<file path="src/rtl/wb_arbiter_pkg.sv">
// Shared MIPS constants and the write-port grant encoding used by the
// writeback arbiter.
package wb_arbiter_pkg;

  localparam int unsigned DEFAULT_ADDR_SIZE = 5;
  localparam int unsigned DEFAULT_WORD_SIZE = 32;
  localparam int unsigned REG_ZERO          = 0;

  typedef enum logic [1:0] {
    GNT_NONE  = 2'd0,
    GNT_PIPE  = 2'd1,
    GNT_QUEUE = 2'd2
  } grant_e;

endpackage

</file>
<file path="src/rtl/wb_arbiter_fifo.sv">
// 2-entry synchronous FIFO holding long-latency results (address + data)
// awaiting a free register-file write slot.
module wb_fifo
  import wb_arbiter_pkg::*;
#(
  parameter int unsigned ADDR_SIZE = DEFAULT_ADDR_SIZE,
  parameter int unsigned WORD_SIZE = DEFAULT_WORD_SIZE
) (
  input  logic                 clk,
  input  logic                 rst,
  input  logic                 push,
  input  logic [ADDR_SIZE-1:0] push_addr,
  input  logic [WORD_SIZE-1:0] push_data,
  input  logic                 pop,
  output logic                 full,
  output logic                 empty,
  output logic [ADDR_SIZE-1:0] head_addr,
  output logic [WORD_SIZE-1:0] head_data
);

  logic [ADDR_SIZE-1:0] addr_mem [2];
  logic [WORD_SIZE-1:0] data_mem [2];
  logic                 wr_ptr;
  logic                 rd_ptr;
  logic [1:0]           count;
  logic                 push_ok;
  logic                 pop_ok;

  assign full    = (count == 2'd2);
  assign empty   = (count == 2'd0);
  assign push_ok = push && !full;
  assign pop_ok  = pop && !empty;

  assign head_addr = addr_mem[rd_ptr];
  assign head_data = data_mem[rd_ptr];

  always_ff @(posedge clk) begin
    if (push_ok) begin
      addr_mem[wr_ptr] <= push_addr;
      data_mem[wr_ptr] <= push_data;
    end
  end

  // Circular pointers: a push+pop at count=1 lands the new entry exactly
  // where rd_ptr moves, so it becomes head at the next edge.
  always_ff @(posedge clk) begin
    if (rst) begin
      wr_ptr <= 1'b0;
      rd_ptr <= 1'b0;
      count  <= '0;
    end else begin
      if (push_ok) wr_ptr <= ~wr_ptr;
      if (pop_ok)  rd_ptr <= ~rd_ptr;
      case ({push_ok, pop_ok})
        2'b10:   count <= count + 2'd1;
        2'b01:   count <= count - 2'd1;
        default: count <= count;
      endcase
    end
  end

endmodule

</file>
<file path="src/rtl/wb_arbiter.sv">
// Register-file write-port arbiter: live pipeline writes win, buffered
// long-latency results fill idle slots; tracks busy registers and starvation.
module wb_arbiter
  import wb_arbiter_pkg::*;
#(
  parameter int unsigned ADDR_SIZE    = DEFAULT_ADDR_SIZE,
  parameter int unsigned WORD_SIZE    = DEFAULT_WORD_SIZE,
  parameter int unsigned STARVE_LIMIT = 4
) (
  input  logic                      clk,
  input  logic                      rst,
  input  logic                      pipe_en,
  input  logic [ADDR_SIZE-1:0]      pipe_addr,
  input  logic [WORD_SIZE-1:0]      pipe_data,
  input  logic                      lu_valid,
  output logic                      lu_ready,
  input  logic [ADDR_SIZE-1:0]      lu_addr,
  input  logic [WORD_SIZE-1:0]      lu_data,
  input  logic                      lu_issue,
  input  logic [ADDR_SIZE-1:0]      lu_issue_addr,
  output logic [(1<<ADDR_SIZE)-1:0] busy,
  output logic                      stall_req,
  output logic                      rd_en,
  output logic [ADDR_SIZE-1:0]      rd_addr,
  output logic [WORD_SIZE-1:0]      rd_data
);

  localparam int unsigned NREG = 1 << ADDR_SIZE;
  localparam logic [ADDR_SIZE-1:0] ZERO_ADDR = ADDR_SIZE'(REG_ZERO);

  grant_e               grant;
  logic                 live;
  logic                 push;
  logic                 pop;
  logic                 full;
  logic                 empty;
  logic                 single;
  logic [ADDR_SIZE-1:0] head_addr;
  logic [WORD_SIZE-1:0] head_data;
  logic [NREG-1:0]      busy_q, busy_nxt;
  logic [3:0]           wait_q, wait_nxt;
  logic                 stall_q, stall_nxt;

  wb_fifo #(
    .ADDR_SIZE (ADDR_SIZE),
    .WORD_SIZE (WORD_SIZE)
  ) u_fifo (
    .clk       (clk),
    .rst       (rst),
    .push      (push),
    .push_addr (lu_addr),
    .push_data (lu_data),
    .pop       (pop),
    .full      (full),
    .empty     (empty),
    .head_addr (head_addr),
    .head_data (head_data)
  );

  assign live     = pipe_en && (pipe_addr != ZERO_ADDR);
  assign lu_ready = !rst && !full;
  // Address-0 results complete the handshake but are never enqueued.
  assign push     = lu_valid && lu_ready && (lu_addr != ZERO_ADDR);
  assign single   = !empty && !full;

  always_comb begin
    grant = GNT_NONE;
    if (!rst) begin
      if (live)        grant = GNT_PIPE;
      else if (!empty) grant = GNT_QUEUE;
    end
  end

  assign pop     = (grant == GNT_QUEUE);
  assign rd_en   = (grant != GNT_NONE);
  assign rd_addr = pop ? head_addr : pipe_addr;
  assign rd_data = pop ? head_data : pipe_data;

  always_comb begin
    busy_nxt = busy_q;
    if (pop) busy_nxt[head_addr] = 1'b0;
    if (lu_issue && (lu_issue_addr != ZERO_ADDR)) busy_nxt[lu_issue_addr] = 1'b1;
    busy_nxt[0] = 1'b0;
  end

  // stall_req drops only when the last waiting entry leaves; a second entry
  // that queued behind a starved head keeps the bubble request up.
  always_comb begin
    wait_nxt  = wait_q;
    stall_nxt = stall_q;
    if (empty || pop)       wait_nxt = '0;
    else if (wait_q != '1)  wait_nxt = wait_q + 4'd1;
    if (pop && single)                         stall_nxt = 1'b0;
    else if (wait_nxt >= 4'(STARVE_LIMIT))     stall_nxt = 1'b1;
  end

  always_ff @(posedge clk) begin
    if (rst) begin
      busy_q  <= '0;
      wait_q  <= '0;
      stall_q <= 1'b0;
    end else begin
      busy_q  <= busy_nxt;
      wait_q  <= wait_nxt;
      stall_q <= stall_nxt;
    end
  end

  assign busy      = rst ? '0 : busy_q;
  assign stall_req = stall_q && !rst;

endmodule

</file>
<file path="config.mk">
export PLATFORM = sky130hd
export DESIGN_NAME = wb_arbiter
export DESIGN_NICKNAME = d
export VERILOG_FILES = /design/src/rtl/wb_arbiter_pkg.sv /design/src/rtl/wb_arbiter_fifo.sv /design/src/rtl/wb_arbiter.sv
export SDC_FILE = /design/constraint.sdc
export NUM_CORES = 1
export LEC_CHECK = 0
export BUFFER_PORTS_ARGS = -buffer_cell sky130_fd_sc_hd__buf_2
export CORE_ASPECT_RATIO = 0.5
export CORE_MARGIN = 5
export CORE_UTILIZATION = 55
export CTS_CLUSTER_SIZE = 20
export DETAILED_ROUTE_END_ITERATION = 10
export GPL_ROUTABILITY_DRIVEN = 0
export HOLD_SLACK_MARGIN = 0.03
export PLACE_DENSITY = 0.88
export SETUP_SLACK_MARGIN = 0.5
export SLEW_MARGIN = 30
export SYNTH_ARGS = -nofsm -noshare
export SYNTH_HDL_FRONTEND = slang
export SYNTH_SLANG_ARGS = --single-unit
</file>
<file path="constraint.sdc">
create_clock -name clk -period 6.75 [get_ports clk]
set_input_delay 1.35 -clock clk [delete_from_list [all_inputs] [get_ports clk]]
set_output_delay 1.35 -clock clk [all_outputs]
set_load 0.02 [all_outputs]
</file>
==> results.ini <==
[critical_path]
worst_path_most_repeated_cell=buf_2
r2r_start=u_fifo.count[0]$_SDFFE_PP0P_
reg2regPathDepth=6
rrSetupSlack_ns=4.26
worst-path-buf-inv=3
cp-start-kind=input port
cp_max_fo=73
crit_chain=buf_2, o21ba_2, nand3_4, inv_2, o21a_1, buf_2
cpPeakStageDelay_ns=0.58
path_delay_family=buffers and inverters
end_kind=output port
crit_required_ns=5.40
cp_slowest_cell=nand3_4
cp.arrival_ns=3.39
worstReg2RegEnd=u_fifo.count[1]$_SDFFE_PP0P_
crit_type=in -> out

[min_path]
holdCritPathClass=reg -> reg
min_to=u_fifo.rd_ptr$_SDFFE_PP0P_
whs_path_depth=2
holdCritStartpoint=u_fifo.rd_ptr$_SDFFE_PP0P_

[power_and_ir_drop]
finalPower_mw=1.87
ir_worst_vdd_v=0.000221
p_leak_nw=2.78
power.density_nw_per_um2=286

[synth]
synth_xor_area_frac=0.00691
synth-seq-cells=115
async_flop_share=0
synth.area.top_cells=edfxtp_1, dfxtp_1, nand2_1
ys_types=44
synth.top_cells.by_count=nand2_1, edfxtp_1, dfxtp_1, o21ai_1, mux2i_1
yosys_warnings=0
synth_top_family_by_area=simple AND/OR/NAND/NOR gates
synth_area_um2=5070
synthFlopType=edfxtp_1
synth-edff-count=74
synth_area_leader_cell=edfxtp_1
synth_top_area_frac=0.438
synth_cells=462
seq_area_frac_synth=0.600
synth_compound_gate_area_share=0.105
synth.most_common_cell=nand2_1
synthMuxAreaShare=0.0824
synthAdderAreaFrac=0.00493
syn_area_per_cell_um2=11.0
yosys.area_share.simple=0.178
syn-num-nets=548

[layout]
n_antenna_cell=0
multi_input_area_um2=1920
fillers=600
nets=705
final_util=0.739
seq_area_um2=3040
area.growth.synth_to_final_pct=29.0
drive_above_1_share=0.318
fin_cells=749

[placement]
portBuffers=154
place_inst=717
dp_hpwl_um=8520

[die]
rows=24
die_h_um=77.9
start_util=0.573
die_w_um=146
core_um2=8860
die_area_um2=11400
io_pins=156

[route]
drtIter0Drc=284
drc=0
antenna_left=0
route.vias.total=4052
wirelength_um=12400
first_pass_iters=5
routedWlPerCell_um=16.6
viasPerCell=5.41

[cts]
clk_pin_slew_ns=0.05
postCtsSetupRepairBufs=0
hold_buffers=0
h-tree-depth=4
root_buffer=clkbuf_16
clk_latency_ns=0.41
cts_buffer_depth=2
cts.sinks=115
cts_buffers=17
cts_tree=built
ctsResizeCount=0

[sta]
tightest_slew_ns=0.738
max_freq_mhz=211
finalCritPeriodShare=0.702
setup_viol=0
drv_slew=0
rsz0062_at_grt=no
relSlewSlack=0.504
finClkSkew_ns=0.00704
hold_ws_ns=0.527
fin_tns_setup_ns=0
period_minus_slack_ns=4.74
hold_viol=0

[global_route]
first_global_vias=4133
antenna_found_initial=0
grt_start_max_net_pins=74
gr-total-overflow=0
gr-usage-all-layers=0.227
grt_pass1_wl_um=20400

[run]
cap_violations=0

[status]
outcome=completed

==> power by group <==
group          total (mW)  switching, mW  internal (mW)
logic               0.176          0.112         0.0644
registers           0.785         0.0110          0.774
clock network       0.913          0.304          0.609
==> cell families after synthesis <==
kind of cell	Yosys count
buffers and inverters	24
other	1
flip-flops	115
adder cells (fa/ha/maj)	2
multiplexers	41
AND/OR/NAND/NOR	185
XOR/XNOR	4
AO/OA/AOI/OAI	90
==> routing by layer <==
metal / track usage / vias to the layer above / wire (µm)
met5: 0 / - / 0
met3: 0.0722 / 22 / 902
li1: - / 1971 / -
met2: 0.403 / 158 / 6460
met4: 0.0938 / 0 / 253
met1: 0.256 / 1901 / 4840
==> cells in the final DEF, fill, tap and decap left out, types with 2 or more instances in the layout <==
cell and count:
inv_1 4, bufinv_16 4, and3_1 2, nor3b_1 5, mux2_2 3, xnor2_1 3, mux2i_1 37, a211oi_1 2
ha_1 2, and3b_1 4, clkinv_2 6, o21ai_1 38, o31ai_1 10, nor2b_1 32, dfxtp_1 40, nand3_1 8
nor3_1 5, a21oi_1 5, buf_4 2, edfxtp_1 74, buf_2 154, clkinv_1 2, nor2_1 18, clkbuf_1 2
o21ai_0 25, nand2_1 99, clkbuf_16 17, o2111ai_1 4, nand2b_1 2, or3_1 2
==> worst min-delay path, stage by stage, from the launching register on <==
cell and delay (ns):
dfxtp_1 0.33, xnor2_1 0.09, nor2_1 0.08
==> per-stage QoR <==
step | cell area (µm²) | worst slack, ns
after floorplan | 5070 | 2.55
after detailed placement | 5950 | 2.11
final | 6550 | 2.01
after global placement | 5920 | 2.15
after global routing | 6550 | 1.80
after CTS | 6550 | 2.02
==> how the worst max path moves through the flow <==
stage | from | end | slack [ns] | depth (start not counted)
after CTS | rst | rd_addr[3] | 2.02 | 5
final | rst | rd_addr[4] | 2.01 | 6
after global placement | rst | rd_addr[2] | 2.15 | 5
after global routing | rst | rd_data[31] | 1.80 | 5
after detailed placement | rst | rd_addr[4] | 2.11 | 6
after floorplan | rst | u_fifo.addr_mem[1][0]$_DFFE_PP_ | 2.55 | 4
==> sequential cells by signal (all words and copies together), names as in the netlist, named ones only <==
name / cells
wait_q: 4
u_fifo.wr_ptr: 1
u_fifo.count: 2
u_fifo.data_mem: 64
stall_q: 1
u_fifo.rd_ptr: 1
u_fifo.addr_mem: 10
busy_q: 31
==> cell type report <==
cell class | count | share of cell area
clock buffer | 19 | 0.0661
clock inverter | 13 | 0.0252
inverter | 5 | 0.00287
multi-input combinational | 323 | 0.294
sequential | 115 | 0.465
tap | 117 | 0.0224
timing repair buffer | 157 | 0.124
Note: power is estimated with default switching activity, not from simulation.
